[src/rtl/ps2_keyboard_rx.sv]
// PS/2 keyboard receiver: synchronizes and filters the pad signals, deframes
// 11-bit frames and decodes left/right arrow and space into held key levels.
module ps2_keyboard_rx #(
    parameter int unsigned FILTER_LEN     = 8,
    parameter int unsigned TIMEOUT_CYCLES = 50000
) (
    input  logic       board_clk,
    input  logic       reset,
    input  logic       ps2_clk,
    input  logic       ps2_data,
    output logic [7:0] scan_code,
    output logic       code_valid,
    output logic       frame_err,
    output logic       key_left,
    output logic       key_right,
    output logic       key_fire
);

    localparam int unsigned FILT_W = (FILTER_LEN > 1) ? $clog2(FILTER_LEN + 1) : 1;
    localparam int unsigned TOUT_W = $clog2(TIMEOUT_CYCLES + 1);
    localparam int unsigned BIT_W  = 3;

    localparam logic [7:0] CODE_EXT   = 8'hE0;
    localparam logic [7:0] CODE_BRK   = 8'hF0;
    localparam logic [7:0] CODE_LEFT  = 8'h6B;
    localparam logic [7:0] CODE_RIGHT = 8'h74;
    localparam logic [7:0] CODE_FIRE  = 8'h29;

    typedef enum logic [1:0] {
        ST_IDLE,
        ST_DATA,
        ST_PARITY,
        ST_STOP
    } state_t;

    // Synchronizers
    logic clk_meta_q, clk_sync_q;
    logic dat_meta_q, dat_sync_q;

    // Glitch filter on the synchronized clock
    logic              filt_q, filt_d;
    logic [FILT_W-1:0] filt_cnt_q, filt_cnt_d;
    logic              fall_q, fall_d;

    // Receive FSM
    state_t            state_q, state_d;
    logic [BIT_W-1:0]  bit_cnt_q, bit_cnt_d;
    logic [7:0]        shift_q, shift_d;
    logic              par_q, par_d;
    logic [TOUT_W-1:0] tout_q, tout_d;

    // Decoder and outputs
    logic       ext_q, ext_d;
    logic       brk_q, brk_d;
    logic [7:0] scan_q, scan_d;
    logic       cv_q, cv_d;
    logic       fe_q, fe_d;
    logic       left_q, left_d;
    logic       right_q, right_d;
    logic       fire_q, fire_d;
    logic       byte_ok_c;

    // A level change is accepted on the FILTER_LEN-th consecutive differing sample.
    always_comb begin
        filt_d     = filt_q;
        filt_cnt_d = '0;
        fall_d     = 1'b0;
        if (clk_sync_q != filt_q) begin
            if (filt_cnt_q == FILT_W'(FILTER_LEN - 1)) begin
                filt_d = clk_sync_q;
                fall_d = filt_q;
            end else begin
                filt_cnt_d = filt_cnt_q + FILT_W'(1);
            end
        end
    end

    // Frame FSM, timeout supervision and key decoder.
    always_comb begin
        state_d   = state_q;
        bit_cnt_d = bit_cnt_q;
        shift_d   = shift_q;
        par_d     = par_q;
        tout_d    = tout_q;
        ext_d     = ext_q;
        brk_d     = brk_q;
        scan_d    = scan_q;
        cv_d      = 1'b0;
        fe_d      = 1'b0;
        left_d    = left_q;
        right_d   = right_q;
        fire_d    = fire_q;
        byte_ok_c = 1'b0;

        unique case (state_q)
            ST_IDLE: begin
                if (fall_q && !dat_sync_q) begin
                    state_d   = ST_DATA;
                    bit_cnt_d = '0;
                end
            end
            ST_DATA: begin
                if (fall_q) begin
                    shift_d   = {dat_sync_q, shift_q[7:1]};
                    bit_cnt_d = bit_cnt_q + BIT_W'(1);
                    if (bit_cnt_q == BIT_W'(7)) begin
                        state_d = ST_PARITY;
                    end
                end
            end
            ST_PARITY: begin
                if (fall_q) begin
                    par_d   = dat_sync_q;
                    state_d = ST_STOP;
                end
            end
            ST_STOP: begin
                if (fall_q) begin
                    state_d = ST_IDLE;
                    if (dat_sync_q && (^{shift_q, par_q})) begin
                        byte_ok_c = 1'b1;
                    end else begin
                        fe_d = 1'b1;
                    end
                end
            end
            default: state_d = ST_IDLE;
        endcase

        if ((state_q != ST_IDLE) && !fall_q && (tout_q >= TOUT_W'(TIMEOUT_CYCLES - 1))) begin
            state_d = ST_IDLE;
            fe_d    = 1'b1;
        end

        if ((state_d == ST_IDLE) || fall_q) begin
            tout_d = '0;
        end else if (tout_q != TOUT_W'(TIMEOUT_CYCLES)) begin
            tout_d = tout_q + TOUT_W'(1);
        end

        if (byte_ok_c) begin
            cv_d   = 1'b1;
            scan_d = shift_q;
            if (shift_q == CODE_EXT) begin
                ext_d = 1'b1;
            end else if (shift_q == CODE_BRK) begin
                brk_d = 1'b1;
            end else begin
                ext_d = 1'b0;
                brk_d = 1'b0;
                if (ext_q && (shift_q == CODE_LEFT)) begin
                    left_d = !brk_q;
                end
                if (ext_q && (shift_q == CODE_RIGHT)) begin
                    right_d = !brk_q;
                end
                if (!ext_q && (shift_q == CODE_FIRE)) begin
                    fire_d = !brk_q;
                end
            end
        end

        if (fe_d) begin
            ext_d = 1'b0;
            brk_d = 1'b0;
        end
    end

    always_ff @(posedge board_clk) begin
        if (reset) begin
            clk_meta_q <= 1'b1;
            clk_sync_q <= 1'b1;
            dat_meta_q <= 1'b1;
            dat_sync_q <= 1'b1;
            filt_q     <= 1'b1;
            filt_cnt_q <= '0;
            fall_q     <= 1'b0;
            state_q    <= ST_IDLE;
            bit_cnt_q  <= '0;
            shift_q    <= '0;
            par_q      <= 1'b0;
            tout_q     <= '0;
            ext_q      <= 1'b0;
            brk_q      <= 1'b0;
            scan_q     <= '0;
            cv_q       <= 1'b0;
            fe_q       <= 1'b0;
            left_q     <= 1'b0;
            right_q    <= 1'b0;
            fire_q     <= 1'b0;
        end else begin
            clk_meta_q <= ps2_clk;
            clk_sync_q <= clk_meta_q;
            dat_meta_q <= ps2_data;
            dat_sync_q <= dat_meta_q;
            filt_q     <= filt_d;
            filt_cnt_q <= filt_cnt_d;
            fall_q     <= fall_d;
            state_q    <= state_d;
            bit_cnt_q  <= bit_cnt_d;
            shift_q    <= shift_d;
            par_q      <= par_d;
            tout_q     <= tout_d;
            ext_q      <= ext_d;
            brk_q      <= brk_d;
            scan_q     <= scan_d;
            cv_q       <= cv_d;
            fe_q       <= fe_d;
            left_q     <= left_d;
            right_q    <= right_d;
            fire_q     <= fire_d;
        end
    end

    assign scan_code  = scan_q;
    assign code_valid = cv_q;
    assign frame_err  = fe_q;
    assign key_left   = left_q;
    assign key_right  = right_q;
    assign key_fire   = fire_q;

endmodule

[config.mk]
export PLATFORM = sky130hd
export DESIGN_NAME = ps2_keyboard_rx
export DESIGN_NICKNAME = d
export VERILOG_FILES = /design/src/rtl/ps2_keyboard_rx.sv
export SDC_FILE = /design/constraint.sdc
export NUM_CORES = 1
export LEC_CHECK = 0
export CAP_MARGIN = 30
export CELL_PAD_IN_SITES_DETAIL_PLACEMENT = 2
export CELL_PAD_IN_SITES_GLOBAL_PLACEMENT = 2
export CORE_ASPECT_RATIO = 0.6
export CORE_MARGIN = 10
export CORE_UTILIZATION = 27
export CTS_CLUSTER_SIZE = 16
export DETAILED_ROUTE_END_ITERATION = 16
export HOLD_SLACK_MARGIN = 0.02
export PLACE_DENSITY_LB_ADDON = 0.1
export SLEW_MARGIN = 10
export SYNTH_ARGS = -nofsm -noshare
export SYNTH_HDL_FRONTEND = slang
export SYNTH_SLANG_ARGS = --single-unit
[constraint.sdc]
create_clock -name board_clk -period 5.2 [get_ports board_clk]
set_input_delay 1.04 -clock board_clk [delete_from_list [all_inputs] [get_ports board_clk]]
set_output_delay 1.04 -clock board_clk [all_outputs]
set_load 0.05 [all_outputs]
Word level (Yosys, flattened, before mapping). Cells that the tools add are included.

Add/sub/neg operators: 3. Magnitude comparators: 1. Equal/unequal tests: 15. Muxes and demuxes: 21. Bitwise operators: 4. Reduce and logical (&&, ||, !) cells: 30.

Operators by type and width (count): $add A16 B1 Y16 const B (1); $eq A8 B7 Y1 const B (2); $eq A8 B8 Y1 const B (2); $ge A16 B16 Y1 const B (1); $ne A16 B16 Y1 const B (1); $mux W2 (6); $reduce_and A4 Y1 (3); $mux W1 (11); $reduce_and A2 Y1 (5); $reduce_xor A9 Y1 (1); $eq A8 B6 Y1 const B (1); $pmux W2 S4 (1); $logic_and A1 B1 Y1 (7); $mux W3 (2); $ne A2 B2 Y1 const B (3); $pmux W3 S2 (1); $reduce_or A3 Y1 (2); $add A4 B1 Y4 const B (1); $eq A2 B2 Y1 const B (2); $eq A4 B3 Y1 const B (1); $logic_not A1 Y1 (4); $logic_not A2 Y1 (2); $not A1 Y1 (4); $reduce_bool A2 Y1 (2); 7 further kinds (8).

Bits in registers: 55. Bits of input ports: 4. Output and inout bits: 13. Logic and storage cells: 94.

Logic depth before layout (Yosys ltp). Gate-level depths: netlist of run 1.

Depth after elaboration: 8. Depth in mapped cells: 7. Gate-level depth less buffers: 6.

Worst setup path after synthesis of run 1. Ideal clock, no wire load.

Path kind: input to register. From: input reset. To: register tout_q[15]. Setup time: 0.065 ns. Data arrival time: 1.853 ns. Data required time: 5.135 ns. Slack: 3.282 ns. Stages: 5. Path buffers: 2. Cells stage by stage: clkbuf_1 a21oi_1 nand2_1 buf_2 nor2_1.

Cells in the longest elaborated chain, start to end: 1.

RTL lines: start: declaration (line 8) `input logic reset,`; $reduce_or A2 Y1 (no source line); end signal: assignment (line 203) `tout_q <= tout_d;`; end: declaration (line 50) `logic [TOUT_W-1:0] tout_q, tout_d;`.

Every way passes these cells. A chain may end at the register's enable or synchronous reset.

Worst setup path in the final report of run 1.
From: register tout_q[10]. To: register tout_q[11].

Cells in the longest elaborated chain, start to end: 6. Elaborated cells on any way between the ends: 8. Those cells by class: 1 x add/sub; 1 x order compare; 1 x eq/ne; 1 x mux; 4 x reduce/logical.

RTL lines: $ge A16 B16 Y1 (line 130) `if ((state_q != ST_IDLE) && !fall_q && (tout_q >= TOUT_W'(TIMEOUT_CYCLES - 1))) begin`; $logic_and A1 B1 Y1 (line 130); $mux W2 (line 130); $logic_not A2 Y1 (line 135) `if ((state_d == ST_IDLE) || fall_q) begin`; $logic_or A1 B1 Y1 (line 135); $reduce_or A2 Y1 (no source line).

Parallel ways exist; a longest one is shown, timed or not.

==> results.ini, run 1 <==
[placement]
post-dp-hpwl_mm = 4.83
placed_cell_area_um2 = 2650
pre_cts_slack_ps = 2350
gp_congestion = 0.718
io_buffers = 16
dp_cells = 392

[timing]
finalWorstSetupSlack_ps = 2690
worst_pin_slew_ps = 788
rsz0062_at_grt = no
tns_ps = 0
final_hold_viol_count = 0
slew_violations = 0
period_share_pct = 48.2
fin_crit_ps = 2510
slew_headroom_pct = 47.0
clock.fmax_mhz = 399
fin_skew_ps = 5.95
setup_viol = 0

[setup_path]
endpoint = tout_q[11]$_SDFFE_PP0P_
rr_endpoint = tout_q[11]$_SDFFE_PP0P_
r2r_cells = 5
crit_required_ps = 5410
r2r_start = tout_q[10]$_SDFFE_PP0P_
path_max_fanout = 16
worst-setup-path-type = register to register
worstSetupEndpointType = register
reg2reg_slack_ps = 2690
cp-start-kind = register
arrival_ps = 2720
critPathLaunch = tout_q[10]$_SDFFE_PP0P_

[grt]
groute.usage.overall_pct = 10.3
grt_pass1_vias = 1967
gr-total-overflow = 0
grt_pass1_wl_mm = 11.0
antenna_found_initial = 0
grt_max_degree = 35

[clock_network]
clock_path_buffers = 2
insertion_delay_ps = 300
ctsHoldBuffers = 0
cts_resized = 0
cts.sinks = 55
cts-root-buf = clkbuf_16
path_clk_slew_ps = 70
tritoncts = yes
htreeDepth = 2
cts_setup_buffers = 0
cts_made_buffers = 5

[logic_synthesis]
synth_ff_type = dfxtp_1
synth_cell_type_count = 46
ys_ff_latch = 55
synth-edff-count = 0
syn_nets = 284
yosys_warnings = 0
ys_async_sr_fraction_pct = 0
synth_area_um2 = 2440
syn_avg_cell_area_um2 = 8.87
yosysSeqAreaShare_pct = 45.2
syn_inst = 275

[hold_path]
hp-class = register to register

[final_layout]
syn_to_final_growth_pct = 16.6
final_nets = 296
fin_cells = 400
final_common_cell = dfxtp_1
final_layout_size_suffix_gt1_share_pct = 7.99
diodes = 0
design_area_um2 = 2840
mostFrequentLayoutCells = dfxtp_1, nor2_1, nand2_1

[route]
post_drt_wl_per_cell_um = 16.3
viasPerCell = 4.79
finalWirelength_mm = 6.52
remaining_drc_errors = 0
first_iter_violations = 115
vias = 1914
dr.pass1.iters = 4
ant_nets = 0

[floorplanning]
die_area_um2 = 13400
rows = 26
initial_core_util_pct = 28.2
io_pins = 17
die_x_um = 143
die_h_um = 93.6
core-area_um2 = 8650

[pwr]
leakagePower_nw = 1.04
peakVddDrop_mv = 0.112
pwr_density_cell_nw_per_um2 = 305
total_power_uw = 867

[job]
cap_violations = 0

[run_status]
status = completed

## layer usage
| layer | wire length, µm | track usage (%) | vias up |
|---|---|---|---|
| met3 | 220 | 2.78 | 4 |
| met4 | 44 | 2.82 | 0 |
| met5 | 0 | 0 | - |
| met1 | 3830 | 16.3 | 936 |
| met2 | 2430 | 12.8 | 17 |
| li1 | - | - | 957 |
## cells in the mapped netlist, types with 3 or more instances
cell type	instances	area [µm²]
dfxtp_1	55	1100
nor2_1	46	173
nand2_1	37	139
a21oi_1	17	85.1
xor2_1	10	87.6
mux2i_1	9	90.1
nand3_1	9	45.0
xnor2_1	9	78.8
inv_1	8	30.0
clkbuf_1	6	22.5
nand4_1	6	37.5
or2_2	6	37.5
ha_1	5	62.6
a31oi_1	4	25.0
buf_2	3	15.0
nor3_1	3	15.0
nor4_1	3	18.8
o21ai_0	3	15.0
## state kept, by name, indices dropped and copies added, names as in the netlist, 2 cells and up
register    cells
bit_cnt_q       3
filt_cnt_q      4
scan_code       8
shift_q         8
state_q         2
tout_q         16
## final cells by class
| class | instances | area (µm²) |
|---|---|---|
| tap | 112 | 140 |
| multi-input combinational | 199 | 1210 |
| timing repair buffer | 18 | 175 |
| clock inverter | 2 | 60.1 |
| clock buffer | 6 | 129 |
| fill | 983 | 5810 |
| inverter | 8 | 30.0 |
| sequential | 55 | 1100 |
## metrics by stage
step                      hold slack, ps  utilization, %
final                                421            32.9
after global routing                 439            32.9
after CTS                            431            32.9
after detailed placement             415            30.7
after global placement               393            30.6
after floorplan                      389               -
## critical path, cell delays in order (launching register included)
cell,delay (ps)
dfxtp_1,360
nor4_1,720
a2111oi_0,290
a21oi_1,360
nand2_1,450
a21oi_1,260
## kinds of logic (layout without fill, tap and decap cells)
logic type,Yosys count,after routing,synth area share (%)
DFF,55,55,45.2
muxes,10,10,4.31
and+or+nand+nor,129,129,25.1
adders and majority gates,5,5,2.57
AOI/OAI and AO/OA,34,34,8.72
buffers and inverters,21,34,5.34
xor gates and xnor gates,21,21,8.77
## power by group
part,internal [mW],switching (mW)
logic,0.00461,0.00622
clock network,0.276,0.157
registers,0.422,0.00109
## worst min-delay path by stage
| stage | from | cells after the start | to | slack [ps] |
|---|---|---|---|---|
| 6_report | dat_meta_q$_SDFF_PP1_ | 1 | dat_sync_q$_SDFF_PP1_ | 420 |
| 5_1_grt | clk_meta_q$_SDFF_PP1_ | 1 | clk_sync_q$_SDFF_PP1_ | 440 |
| 4_1_cts | dat_meta_q$_SDFF_PP1_ | 1 | dat_sync_q$_SDFF_PP1_ | 430 |
| 3_5_place_dp | dat_meta_q$_SDFF_PP1_ | 1 | dat_sync_q$_SDFF_PP1_ | 420 |
| 3_3_place_gp | dat_meta_q$_SDFF_PP1_ | 1 | dat_sync_q$_SDFF_PP1_ | 390 |
| 2_1_floorplan | clk_meta_q$_SDFF_PP1_ | 1 | clk_sync_q$_SDFF_PP1_ | 390 |
Power figures use the tool's default switching activity.
==> run 2, diff against run 1 <==
- clock period: 5.2 -> 2.2 ns (I/O delays scaled with it)
==> results.ini, run 2 (synthesized netlist as in run 1, its figures left out) <==
[route]
dr.pass1.iters = 4
vias = 1976
first_iter_violations = 98
ant_nets = 0
remaining_drc_errors = 0
viasPerCell = 4.76
post_drt_wl_per_cell_um = 16.1
finalWirelength_mm = 6.67

[timing]
final_hold_viol_count = 0
slew_violations = 0
finalWorstSetupSlack_ps = 216
period_share_pct = 90.2
tns_ps = 0
slew_headroom_pct = 60.8
timing.hold.ws_ps = 412
rsz0062_at_grt = no
fin_skew_ps = 6.72
setup_viol = 0
worst_pin_slew_ps = 573
clock.fmax_mhz = 504
fin_crit_ps = 1980

[clock_network]
ctsHoldBuffers = 0
cts.sinks = 55
path_clk_slew_ps = 80
cts_resized = 0
insertion_delay_ps = 310
cts-root-buf = clkbuf_16
cts_made_buffers = 5
clock_path_buffers = 2
tritoncts = yes
cts_setup_buffers = 0
htreeDepth = 2

[setup_path]
crit_required_ps = 2410
path_max_fanout = 14
critical-path-top-delay-family = XOR/XNOR gates
cp_slowest_cell = xnor3_2
crit_buf_inv = 0
worst-setup-path-type = register to register
arrival_ps = 2190
worstSetupEndpointType = register
slowest_delay_ps = 480
cp-start-kind = register
crit_chain = xor2_1, xnor3_2, mux2_4, a31oi_1, and3b_1

[floorplanning]
io_pins = 17
die_x_um = 143
rows = 26
die_h_um = 93.6
core-area_um2 = 8650
die_area_um2 = 13400
initial_core_util_pct = 28.2

[placement]
io_buffers = 16
pre_cts_slack_ps = 225
gp_congestion = 0.759
post-dp-hpwl_mm = 5.03

[final_layout]
final_layout_size_suffix_gt1_share_pct = 12.9
final_common_cell = dfxtp_1
diodes = 0
final_nets = 311
syn_to_final_growth_pct = 20.4
mostFrequentLayoutCells = dfxtp_1, nor2_1, nand2_1
num-fill-cells = 999
top_register = tout_q
largest_register_ffs = 16

[grt]
gr-total-overflow = 0
grt_pass1_wl_mm = 11.3
grt_max_degree = 23
groute.usage.overall_pct = 11.0
grt_pass1_vias = 2036
antenna_found_initial = 0

[job]
cap_violations = 0

[pwr]
seq_power_share_pct = 51.0
leakagePower_nw = 1.11
pwr-share-comb_pct = 1.5
sw_frac_of_total_pct = 21.0
peakVddDrop_mv = 0.266
p_switching_uw = 413
pwr_density_cell_nw_per_um2 = 669
p_clk_share_pct = 47.5
internal_power_mw = 1.55

[run_status]
status = completed

[hold_path]
hp-class = register to register

==> run 2: changes by cell type in the layout (fill, tap and decap cells not counted), sizes merged <==
cell	previous run	this run
clkinv	0	2
buf	2	17
bufinv	2	1
clkbuf	6	5
==> run 2: metrics by stage <==
| stage | cell area [µm²] | instances | util (%) | power [mW] |
|---|---|---|---|---|
| floorplan | 2440 | 275 | - | 1.04 |
| global placement | 2770 | 407 | 32.0 | 1.05 |
| detailed placement | 2770 | 407 | 32.0 | 1.05 |
| CTS | 2940 | 415 | 33.9 | 2.01 |
| global route | 2940 | 415 | 33.9 | 2.06 |
| finish | 2940 | 415 | 33.9 | 1.96 |
==> run 2: worst paths after layout <==
kind	startpoint	end	slack, ps	depth (start not counted)
max	shift_q[1]$_SDFFE_PP0P_	brk_q$_SDFFE_PP0P_	220	5
min	clk_meta_q$_SDFF_PP1_	clk_sync_q$_SDFF_PP1_	410	1
max reg2reg	shift_q[1]$_SDFFE_PP0P_	brk_q$_SDFFE_PP0P_	220	5
min reg2reg	clk_meta_q$_SDFF_PP1_	clk_sync_q$_SDFF_PP1_	410	1
==> run 2: layout make-up <==
cell class	count	area [µm²]	share of cell area [%]
sequential	55	1100	37.5
clock inverter	3	43.8	1.49
timing repair buffer	33	288	9.80
clock buffer	5	125	4.26
tap	112	140	4.77
multi-input combinational	199	1210	41.1
inverter	8	30.0	1.02
==> run 2: per-layer routing <==
layer	share of wire, %	vias up	GRT usage, %
li1	-	986	-
met1	58	955	17.0
met2	35	27	12.8
met3	4.8	8	3.18
met4	2.0	0	5.38
met5	0	-	0
==> run 2: power groups by stage <==
stage,combinational (mW),clock [mW],sequential [mW]
6_report,0.0288,0.933,1.00
5_1_grt,0.0325,1.03,1.00
4_1_cts,0.0295,0.980,1.00
3_5_place_dp,0.0293,0,1.02
3_3_place_gp,0.0298,0,1.02
2_1_floorplan,0.0158,0,1.02
==> run 2: worst reg2reg max path: cells and delay by family, from the launching register on <==
family	cells	cell delay (ps)
XOR/XNOR	2	650
flip-flops	1	460
multiplexers	1	400
AO/OA/AOI/OAI	1	190
AND/OR/NAND/NOR	1	190
==> run 3, diff against run 2 <==
- PLACE_DENSITY_LB_ADDON: 0.1 -> 0.15
==> results.ini, run 3 (synthesized netlist as in run 1, its figures left out) <==
[grt]
antenna_found_initial = 0
grt_pass1_wl_mm = 11.6
grt_max_degree = 18
gr-total-overflow = 0
groute.usage.overall_pct = 11.0
grt_pass1_vias = 2133

[clock_network]
cts_resized = 0
path_clk_slew_ps = 80
cts_setup_buffers = 0
clock_path_buffers = 2
cts.sinks = 55
cts_made_buffers = 5
tritoncts = yes
cts-root-buf = clkbuf_16
ctsHoldBuffers = 0
insertion_delay_ps = 300
htreeDepth = 2

[placement]
io_buffers = 16
post-dp-hpwl_mm = 5.16
gp_congestion = 0.815

[setup_path]
crit_chain = clkdlybuf4s50_1
worstSetupEndpointType = output pin
crit_required_ps = 1760
cp-start-kind = register
critical-path-top-delay-family = buffers and inverters
slowest_delay_ps = 820
arrival_ps = 1470
cp_slowest_cell = clkdlybuf4s50_1
crit_buf_inv = 1
path_max_fanout = 2
worst-setup-path-type = register to output pin

[pwr]
p_switching_uw = 406
pwr_density_cell_nw_per_um2 = 663
pwr-share-comb_pct = 1.6
leakagePower_nw = 1.12
seq_power_share_pct = 51.1
sw_frac_of_total_pct = 20.8
total_power_mw = 1.96
peakVddDrop_mv = 0.317
internal_power_mw = 1.55
p_clk_share_pct = 47.3

[route]
remaining_drc_errors = 0
vias = 1992
finalWirelength_mm = 6.64
first_iter_violations = 86
viasPerCell = 4.78
post_drt_wl_per_cell_um = 15.9
ant_nets = 0
dr.pass1.iters = 4

[final_layout]
syn_to_final_growth_pct = 21.0
final_common_cell = dfxtp_1
final_layout_size_suffix_gt1_share_pct = 13.4
diodes = 0
top_register = tout_q
largest_register_ffs = 16
final_nets = 313
mostFrequentLayoutCells = dfxtp_1, nor2_1, nand2_1

[timing]
clock.fmax_mhz = 523
rsz0062_at_grt = no
period_share_pct = 86.9
slew_violations = 0
timing.hold.ws_ps = 414
fin_skew_ps = 7.55
final_hold_viol_count = 0
worst_pin_slew_ps = 690
fin_crit_ps = 1910
slew_headroom_pct = 53.6
setup_viol = 0
tns_ps = 0

[job]
cap_violations = 0

[run_status]
status = completed

[floorplanning]
rows = 26
die_h_um = 93.6
core-area_um2 = 8650
die_area_um2 = 13400
initial_core_util_pct = 28.2
io_pins = 17
die_x_um = 143

[hold_path]
hp-class = register to register

-- run 3: changes by cell type in the layout (fill, tap and decap cells not counted) --
cell / change
buf_4: +2
-- run 3: worst paths after layout --
check | from | end | slack, ps | depth (start not counted)
worst max register to register | shift_q[2]$_SDFFE_PP0P_ | brk_q$_SDFFE_PP0P_ | 310 | 5
worst min register to register | dat_meta_q$_SDFF_PP1_ | dat_sync_q$_SDFF_PP1_ | 410 | 1
worst max-delay path | key_right$_SDFFE_PP0P_ | key_right | 290 | 1
worst min-delay path | dat_meta_q$_SDFF_PP1_ | dat_sync_q$_SDFF_PP1_ | 410 | 1
-- run 3: cell type report --
class	count	area (µm²)
fill	1012	5700
sequential	55	1100
clock buffer	5	125
inverter	8	30.0
multi-input combinational	199	1210
timing repair buffer	35	303
tap	112	140
clock inverter	3	43.8
-- run 3: metal layers --
metal / global-route usage (%) / share of wire [%]
met5: 0 / 0
met4: 3.59 / 1.2
met3: 3.84 / 5.7
met2: 14.8 / 38
met1: 15.6 / 55
-- run 3: power by group through the flow --
stage                     Combinational, mW  Sequential [mW]  Clock (mW)
after floorplan                      0.0158             1.02           0
after global placement               0.0311             1.02           0
after detailed placement             0.0315             1.02           0
after CTS                            0.0317             1.00       0.962
after global routing                 0.0348             1.00        1.01
final                                0.0306             1.00       0.926
-- run 3: stage by stage --
step	area (µm²)	utilization [%]	std cells	worst slack, ps
2_1_floorplan	2440	-	275	400
3_3_place_gp	2780	32.1	409	386
3_5_place_dp	2780	32.1	409	330
4_1_cts	2950	34.1	417	263
5_1_grt	2950	34.1	417	99.7
6_report	2950	34.1	417	289
